--- config.mk ---
export PLATFORM = sky130hd
export DESIGN_NAME = ad9517_spi_master_flat
export DESIGN_NICKNAME = d
export VERILOG_FILES = /design/src/rtl/ad9517_spi_master_if.sv /design/src/rtl/ad9517_spi_master.sv /design/src/flat_wrapper.sv
export SDC_FILE = /design/constraint.sdc
export NUM_CORES = 1
export LEC_CHECK = 0
export ABC_AREA = 1
export ABC_CLOCK_PERIOD_IN_PS = 1800
export CORE_ASPECT_RATIO = 1.4
export CORE_MARGIN = 2
export CORE_UTILIZATION = 48
export DETAILED_ROUTE_END_ITERATION = 10
export HOLD_SLACK_MARGIN = 0.02
export PLACE_DENSITY = 0.75
export REMOVE_ABC_BUFFERS = 1
export SYNTH_ARGS = -nofsm -noshare
export SYNTH_HDL_FRONTEND = slang
export SYNTH_SLANG_ARGS = --single-unit
--- constraint.sdc ---
create_clock -name clk -period 1.8 [get_ports clk]
set_clock_uncertainty 0.2 [all_clocks]
set_input_delay 0.18 -clock clk [delete_from_list [all_inputs] [get_ports clk]]
set_output_delay 0.18 -clock clk [all_outputs]
set_load 0.02 [all_outputs]
--- src/rtl/ad9517_spi_master_if.sv ---
// ad9517_spi_master_if
//    Bundles the sequencer handshake and the AD9517 serial-port pins of
//    ad9517_spi_master.
//    Sequencer side : i_spi_wr_cmd, i_spi_rd_cmd, i_spi_wr_data[23:0],
//                     o_spi_rd_data[7:0], o_spi_busy
//    Pin side       : o_spi_cs_n, o_spi_sclk, o_spi_sdo, i_spi_sdi
//                     (+ o_spi_sdio_oe when AD9517_SPI_3WIRE_EN is defined)
//    modport master : view of the serial engine itself
//    modport slave  : view of everything around it (sequencer, pads, device)
// Optional feature macro: AD9517_SPI_3WIRE_EN (3-wire SDIO output enable).
interface ad9517_spi_master_if #(
   parameter int MOSI_DATA_WIDTH = 24,
   parameter int MISO_DATA_WIDTH = 8
);
   logic                       i_spi_wr_cmd;
   logic                       i_spi_rd_cmd;
   logic [MOSI_DATA_WIDTH-1:0] i_spi_wr_data;
   logic [MISO_DATA_WIDTH-1:0] o_spi_rd_data;
   logic                       o_spi_busy;
   logic                       o_spi_cs_n;
   logic                       o_spi_sclk;
   logic                       o_spi_sdo;
   logic                       i_spi_sdi;
`ifdef AD9517_SPI_3WIRE_EN
   logic                       o_spi_sdio_oe;

   modport master (
      input  i_spi_wr_cmd, i_spi_rd_cmd, i_spi_wr_data, i_spi_sdi,
      output o_spi_rd_data, o_spi_busy, o_spi_cs_n, o_spi_sclk, o_spi_sdo,
             o_spi_sdio_oe
   );

   modport slave (
      output i_spi_wr_cmd, i_spi_rd_cmd, i_spi_wr_data, i_spi_sdi,
      input  o_spi_rd_data, o_spi_busy, o_spi_cs_n, o_spi_sclk, o_spi_sdo,
             o_spi_sdio_oe
   );
`else
   modport master (
      input  i_spi_wr_cmd, i_spi_rd_cmd, i_spi_wr_data, i_spi_sdi,
      output o_spi_rd_data, o_spi_busy, o_spi_cs_n, o_spi_sclk, o_spi_sdo
   );

   modport slave (
      output i_spi_wr_cmd, i_spi_rd_cmd, i_spi_wr_data, i_spi_sdi,
      input  o_spi_rd_data, o_spi_busy, o_spi_cs_n, o_spi_sclk, o_spi_sdo
   );
`endif
endinterface

--- src/rtl/ad9517_spi_master.sv ---
// ad9517_spi_master
//    Single-word SPI engine for the AD9517 serial port (mode 0). Each command
//    is a 24-bit frame: 16-bit instruction (MSB first) followed by one data
//    byte, written from i_spi_wr_data[23:16] or read from i_spi_sdi.
//    Ports:
//       clk  - sole clock, rising edge
//       rst  - synchronous, active-high reset
//       spi  - ad9517_spi_master_if.master (handshake + serial pins)
//    Parameters:
//       MOSI_DATA_WIDTH - command word width, fixed at 24
//       MISO_DATA_WIDTH - read data width, fixed at 8
//       CLK_DIV         - SCLK half-period in clk cycles, >= 2
//    Optional feature macro: AD9517_SPI_3WIRE_EN adds o_spi_sdio_oe, which
//    turns the shared SDIO pad around for the data phase of a read.
//
//    state | meaning
//    ------+-----------------------------------------------------------
//    IDLE  | CS_n high, waiting for a write or read command
//    SHIFT | CS_n low, 24 SCLK periods, SDO out / SDI sampled
//    HOLD  | SCLK low, CS_n still low for CLK_DIV cycles
//    GAP   | CS_n high for CLK_DIV cycles, busy still high
module ad9517_spi_master #(
   parameter int MOSI_DATA_WIDTH = 24,
   parameter int MISO_DATA_WIDTH = 8,
   parameter int CLK_DIV         = 4
) (
   input  logic                clk,
   input  logic                rst,
   ad9517_spi_master_if.master spi
);

   localparam int              PH_W     = (CLK_DIV > 2) ? $clog2(CLK_DIV) : 1;
   localparam logic [PH_W-1:0] PH_LAST  = PH_W'(CLK_DIV - 1);
   localparam logic [4:0]      BIT_LAST = 5'(MOSI_DATA_WIDTH - 1);
   localparam logic [4:0]      BIT_INSTR_LAST = 5'(MOSI_DATA_WIDTH - MISO_DATA_WIDTH - 1);

   typedef enum logic [1:0] {IDLE, SHIFT, HOLD, GAP} state_t;

   state_t                     state, state_nxt;
   logic [PH_W-1:0]            ph_cnt, ph_cnt_nxt;
   logic [4:0]                 bit_cnt, bit_cnt_nxt;
   logic [MOSI_DATA_WIDTH-1:0] tx_sr, tx_sr_nxt;
   logic [MISO_DATA_WIDTH-1:0] rx_sr, rx_sr_nxt;
   logic [MISO_DATA_WIDTH-1:0] rd_data, rd_data_nxt;
   logic                       rd_flag, rd_flag_nxt;
   logic                       busy, busy_nxt;
   logic                       cs_n, cs_n_nxt;
   logic                       sclk, sclk_nxt;
   logic                       sdo, sdo_nxt;
   logic                       ph_last;
`ifdef AD9517_SPI_3WIRE_EN
   logic                       oe, oe_nxt;
`endif

   always_ff @(posedge clk) begin
      if (rst) begin
         state   <= IDLE;
         ph_cnt  <= '0;
         bit_cnt <= '0;
         tx_sr   <= '0;
         rx_sr   <= '0;
         rd_data <= '0;
         rd_flag <= 1'b0;
         busy    <= 1'b0;
         cs_n    <= 1'b1;
         sclk    <= 1'b0;
         sdo     <= 1'b0;
`ifdef AD9517_SPI_3WIRE_EN
         oe      <= 1'b0;
`endif
      end else begin
         state   <= state_nxt;
         ph_cnt  <= ph_cnt_nxt;
         bit_cnt <= bit_cnt_nxt;
         tx_sr   <= tx_sr_nxt;
         rx_sr   <= rx_sr_nxt;
         rd_data <= rd_data_nxt;
         rd_flag <= rd_flag_nxt;
         busy    <= busy_nxt;
         cs_n    <= cs_n_nxt;
         sclk    <= sclk_nxt;
         sdo     <= sdo_nxt;
`ifdef AD9517_SPI_3WIRE_EN
         oe      <= oe_nxt;
`endif
      end
   end

   always_comb begin
      state_nxt   = state;
      ph_cnt_nxt  = ph_cnt;
      bit_cnt_nxt = bit_cnt;
      tx_sr_nxt   = tx_sr;
      rx_sr_nxt   = rx_sr;
      rd_data_nxt = rd_data;
      rd_flag_nxt = rd_flag;
      busy_nxt    = busy;
      cs_n_nxt    = cs_n;
      sclk_nxt    = sclk;
      sdo_nxt     = sdo;
`ifdef AD9517_SPI_3WIRE_EN
      oe_nxt      = oe;
`endif
      ph_last     = (ph_cnt == PH_LAST);

      case (state)
         IDLE: begin
            if (spi.i_spi_wr_cmd | spi.i_spi_rd_cmd) begin
               // Read wins a collision; its data phase shifts out zeros.
               state_nxt   = SHIFT;
               rd_flag_nxt = spi.i_spi_rd_cmd;
               tx_sr_nxt   = {spi.i_spi_wr_data[15:0],
                              spi.i_spi_rd_cmd ? 8'h00 : spi.i_spi_wr_data[23:16]};
               sdo_nxt     = spi.i_spi_wr_data[15];
               cs_n_nxt    = 1'b0;
               busy_nxt    = 1'b1;
               sclk_nxt    = 1'b0;
               ph_cnt_nxt  = '0;
               bit_cnt_nxt = '0;
`ifdef AD9517_SPI_3WIRE_EN
               oe_nxt      = 1'b1;
`endif
            end
         end

         SHIFT: begin
            if (ph_last) begin
               ph_cnt_nxt = '0;
               sclk_nxt   = ~sclk;
               if (!sclk) begin
                  // Rising SCLK edge: the device drove SDI on the previous fall.
                  rx_sr_nxt = {rx_sr[MISO_DATA_WIDTH-2:0], spi.i_spi_sdi};
               end else if (bit_cnt == BIT_LAST) begin
                  state_nxt = HOLD;
                  sdo_nxt   = 1'b0;
               end else begin
                  bit_cnt_nxt = bit_cnt + 5'd1;
                  tx_sr_nxt   = {tx_sr[MOSI_DATA_WIDTH-2:0], 1'b0};
                  sdo_nxt     = tx_sr[MOSI_DATA_WIDTH-2];
`ifdef AD9517_SPI_3WIRE_EN
                  // Release SDIO at the start of the read data phase.
                  if (rd_flag && (bit_cnt == BIT_INSTR_LAST)) begin
                     oe_nxt = 1'b0;
                  end
`endif
               end
            end else begin
               ph_cnt_nxt = ph_cnt + 1'b1;
            end
         end

         HOLD: begin
            if (ph_last) begin
               state_nxt  = GAP;
               ph_cnt_nxt = '0;
               cs_n_nxt   = 1'b1;
               if (rd_flag) begin
                  rd_data_nxt = rx_sr;
               end
            end else begin
               ph_cnt_nxt = ph_cnt + 1'b1;
            end
         end

         GAP: begin
            if (ph_last) begin
               state_nxt  = IDLE;
               ph_cnt_nxt = '0;
               busy_nxt   = 1'b0;
`ifdef AD9517_SPI_3WIRE_EN
               oe_nxt     = 1'b0;
`endif
            end else begin
               ph_cnt_nxt = ph_cnt + 1'b1;
            end
         end

         default: begin
            state_nxt = IDLE;
         end
      endcase
   end

   assign spi.o_spi_rd_data = rd_data;
   assign spi.o_spi_busy    = busy;
   assign spi.o_spi_cs_n    = cs_n;
   assign spi.o_spi_sclk    = sclk;
   assign spi.o_spi_sdo     = sdo;
`ifdef AD9517_SPI_3WIRE_EN
   assign spi.o_spi_sdio_oe = oe;
`endif

endmodule

--- src/flat_wrapper.sv ---
// flat-port wrapper written by rule: the top's interface ports become plain ports
module ad9517_spi_master_flat 
#(
   parameter int MOSI_DATA_WIDTH = 24,
   parameter int MISO_DATA_WIDTH = 8,
   parameter int CLK_DIV         = 4
)
  (clk, rst, spi_i_spi_wr_cmd, spi_i_spi_rd_cmd, spi_i_spi_wr_data, spi_i_spi_sdi, spi_o_spi_rd_data, spi_o_spi_busy, spi_o_spi_cs_n, spi_o_spi_sclk, spi_o_spi_sdo);
  ad9517_spi_master_if #(.MOSI_DATA_WIDTH(MOSI_DATA_WIDTH), .MISO_DATA_WIDTH(MISO_DATA_WIDTH)) spi_i ();
  input  logic clk;
  input  logic rst;
  input wire logic [$bits(spi_i.i_spi_wr_cmd)-1:0] spi_i_spi_wr_cmd;
  input wire logic [$bits(spi_i.i_spi_rd_cmd)-1:0] spi_i_spi_rd_cmd;
  input wire logic [$bits(spi_i.i_spi_wr_data)-1:0] spi_i_spi_wr_data;
  input wire logic [$bits(spi_i.i_spi_sdi)-1:0] spi_i_spi_sdi;
  output wire logic [$bits(spi_i.o_spi_rd_data)-1:0] spi_o_spi_rd_data;
  output wire logic [$bits(spi_i.o_spi_busy)-1:0] spi_o_spi_busy;
  output wire logic [$bits(spi_i.o_spi_cs_n)-1:0] spi_o_spi_cs_n;
  output wire logic [$bits(spi_i.o_spi_sclk)-1:0] spi_o_spi_sclk;
  output wire logic [$bits(spi_i.o_spi_sdo)-1:0] spi_o_spi_sdo;
  assign spi_i.i_spi_wr_cmd = spi_i_spi_wr_cmd;
  assign spi_i.i_spi_rd_cmd = spi_i_spi_rd_cmd;
  assign spi_i.i_spi_wr_data = spi_i_spi_wr_data;
  assign spi_i.i_spi_sdi = spi_i_spi_sdi;
  assign spi_o_spi_rd_data = spi_i.o_spi_rd_data;
  assign spi_o_spi_busy = spi_i.o_spi_busy;
  assign spi_o_spi_cs_n = spi_i.o_spi_cs_n;
  assign spi_o_spi_sclk = spi_i.o_spi_sclk;
  assign spi_o_spi_sdo = spi_i.o_spi_sdo;
  ad9517_spi_master #(.MOSI_DATA_WIDTH(MOSI_DATA_WIDTH), .MISO_DATA_WIDTH(MISO_DATA_WIDTH), .CLK_DIV(CLK_DIV)) u_core (.clk(clk), .rst(rst), .spi(spi_i));
endmodule
==> reports/qor.txt <==
CP Data Arrival Time - 1.72 ns
Placed inst area - 3140 µm²
# IOs - 41
Worst VDD drop - 0.870 mV
Hold Path Class - reg2reg
Area grow syn2layout - 29.1%
Min Hold Slack - 0.244 ns
Max-cap check violation count - 0
Final Max Slew Viols - 0
Synth top area share - 41.4%
Vias post-DR - 2442
Mapped Cells - 366
WP data required - 1.84 ns
Layout cells sized above 1 - 11.6%
Number of placement rows - 31
Total Routed Length - 5660 µm
CTS Buf Count - 5
Ys async rst share - 0%
Post-DP HPWL - 3830 µm
Crit-path max FO - 23
Die height - 90.5 µm
Post-synth EDFFs - 0
Nets@finish - 455
R2r setup slk - 0.12 ns
Skew-Pair Late Insertion Delay - 0.31 ns
Fin Setup TNS - 0 ns
Number of global-route vias before repair - 2270
Synth Area per Inst - 7.00 µm²
Core ar. - 5160 µm²
Cell with the most instances after synthesis - nand2_1
CTS sink cnt - 53
Initial antenna violation count - 0
Yosys reg bits - 53
ANT nets after route - 0
CTS tree - yes
First-pass GRT wire length - 9520 µm
Setup Viol. Count Final - 0
DRC Markers - 0
Top_reg_cell synth - dfxtp_1
Crit path kind - reg2reg
Top post-synthesis cells by area - dfxtp_1 (41%), nand2_1 (12%), nor2_1 (10%)
Synth unique cells - 26
Initial Util - 49.7%
Commonest cells in the synthesized netlist - nand2_1 (84), nor2_1 (70), dfxtp_1 (53)
Relative slew slack - 83.8%
Hold-fix buffers, CTS - 0
Maximum clock rate - 595 MHz
Clk pin slew, worst setup/hold paths - 0.10 ns
Worst Setup Start Kind - register
Diodes inserted - 0
Filler cell count - 461
Seq/Total Area, Yosys - 41.4%
Clk buf depth - 2
PortBufs - 40
Final Instance Area - 3310 µm²
WL per Instance - 11.6 µm
GRT Util Overall - 19.5%
DRT Pass-1 Iters - 4
Post-route minimum period - 1.68 ns
Final-report hold violation count - 0
Slew @ Worst Pin - 0.241 ns
DR iter-0 viols - 111
Leak - 0.00142 µW
Root Driver - clkbuf_8
Vias per cell - 5.01
Fin crit share - 93.3%
Final core utilization - 64.2%
H-tree depth - 2
GRT overflow - 0
Synth Cell Area - 2560 µm²
Yosys Warn Count - 0
DIE AREA - 5950 µm²
CP endpoint kind - register
Area leader, netlist - dfxtp_1
Die Wd - 65.8 µm
Largest net degree at the start of global routing - 42
Final GP Congestion - 0.834
Status - finished, final reports clean
Pwr per Cell Area - 1730 nW/µm²
==> metal layers <==
metal / vias up / share of wire [%] / track usage (%)
met5: - / 0 / 0
li1: 1291 / - / -
met1: 1097 / 45 / 23.6
met2: 50 / 50 / 34.8
met4: 0 / 0.94 / 5.03
met3: 4 / 3.5 / 3.37
==> path summary, 6_finish.rpt <==
path / start / end / depth (start not counted)
setup / recovery: u_core.state[1] / u_core.bit_cnt[2] / 8
hold / removal: u_core.spi.o_spi_rd_data[2] / u_core.spi.o_spi_rd_data[2] / 2
setup reg to reg: u_core.state[1] / u_core.bit_cnt[2] / 8
hold reg to reg: u_core.spi.o_spi_rd_data[2] / u_core.spi.o_spi_rd_data[2] / 2
==> worst max-delay path, cell delays in order (launching register included) <==
cell     delay [ns]
dfxtp_1        0.34
inv_1          0.07
ha_2           0.20
inv_2          0.12
nand2_1        0.12
nand3_4        0.15
buf_12         0.18
nand3_1        0.09
a21oi_1        0.14
==> cells in the final DEF, fill, tap and decap left out, drive strengths merged, types with 10 or more instances in the layout <==
cell type and n:
buf 25, nand2 87, inv 26, nand3 41, o21ai 10, a21oi 27
nor2 71, clkdlybuf4s50 39, dfxtp 53, a21boi 15
==> power by group <==
| group | total [µW] | switching (µW) | internal, µW |
|---|---|---|---|
| clock | 684 | 407 | 277 |
| combinational | 3220 | 1880 | 1340 |
| sequential | 1820 | 238 | 1580 |
==> repair_timing <==
| action | CTS | global route |
|---|---|---|
| gates resized for setup | 1 | 16 |
| setup buffers | 0 | 3 |
| endpoints found under the setup margin | 3 | 30 |
| pin swaps | 0 | 1 |
==> kinds of logic (layout without fill, tap and decap cells) <==
kind of cell             count (synthesis)  count (layout)  share of synthesized area [%]
AND/OR/NAND/NOR                        202             202                           33.5
AO/OA/AOI/OAI                           62              62                           14.8
flip-flops                              53              53                           41.4
buffers and inverters                   43              98                           7.37
adder cells (fa/ha/maj)                  6               6                           2.93
==> final cells by class <==
cell class	count	area, µm²	share of cell area, %
Multi-Input combinational cell	270	1350	40.6
Timing Repair Buffer	65	628	19.0
Clock buffer	5	68.8	2.08
Inverter	25	101	3.06
Sequential cell	53	1060	32.1
Tap cell	66	82.6	2.50
Clock inverter	3	21.3	0.643
==> flip-flops by register name, indices dropped and copies added, names as in the netlist <==
signal,flops
u_core.ph_cnt,2
u_core.spi.o_spi_cs_n,1
u_core.spi.o_spi_sclk,1
u_core.spi.o_spi_busy,1
u_core.rx_sr,8
u_core.spi.o_spi_rd_data,8
u_core.bit_cnt,5
u_core.spi.o_spi_sdo,1
u_core.tx_sr,23
u_core.state,2
u_core.rd_flag,1
==> metrics by stage <==
| stage | setup WS [ns] | cells | total power [µW] |
|---|---|---|---|
| global placement | 0.0421 | 476 | 4720 |
| finish | 0.120 | 487 | 5720 |
| global route | -0.0442 | 487 | 6250 |
| floorplan | -0.579 | 348 | 3810 |
| detailed placement | 0.0277 | 476 | 4780 |
| CTS | 0.0177 | 484 | 5490 |
No activity file was read; power rests on OpenSTA's default activity.
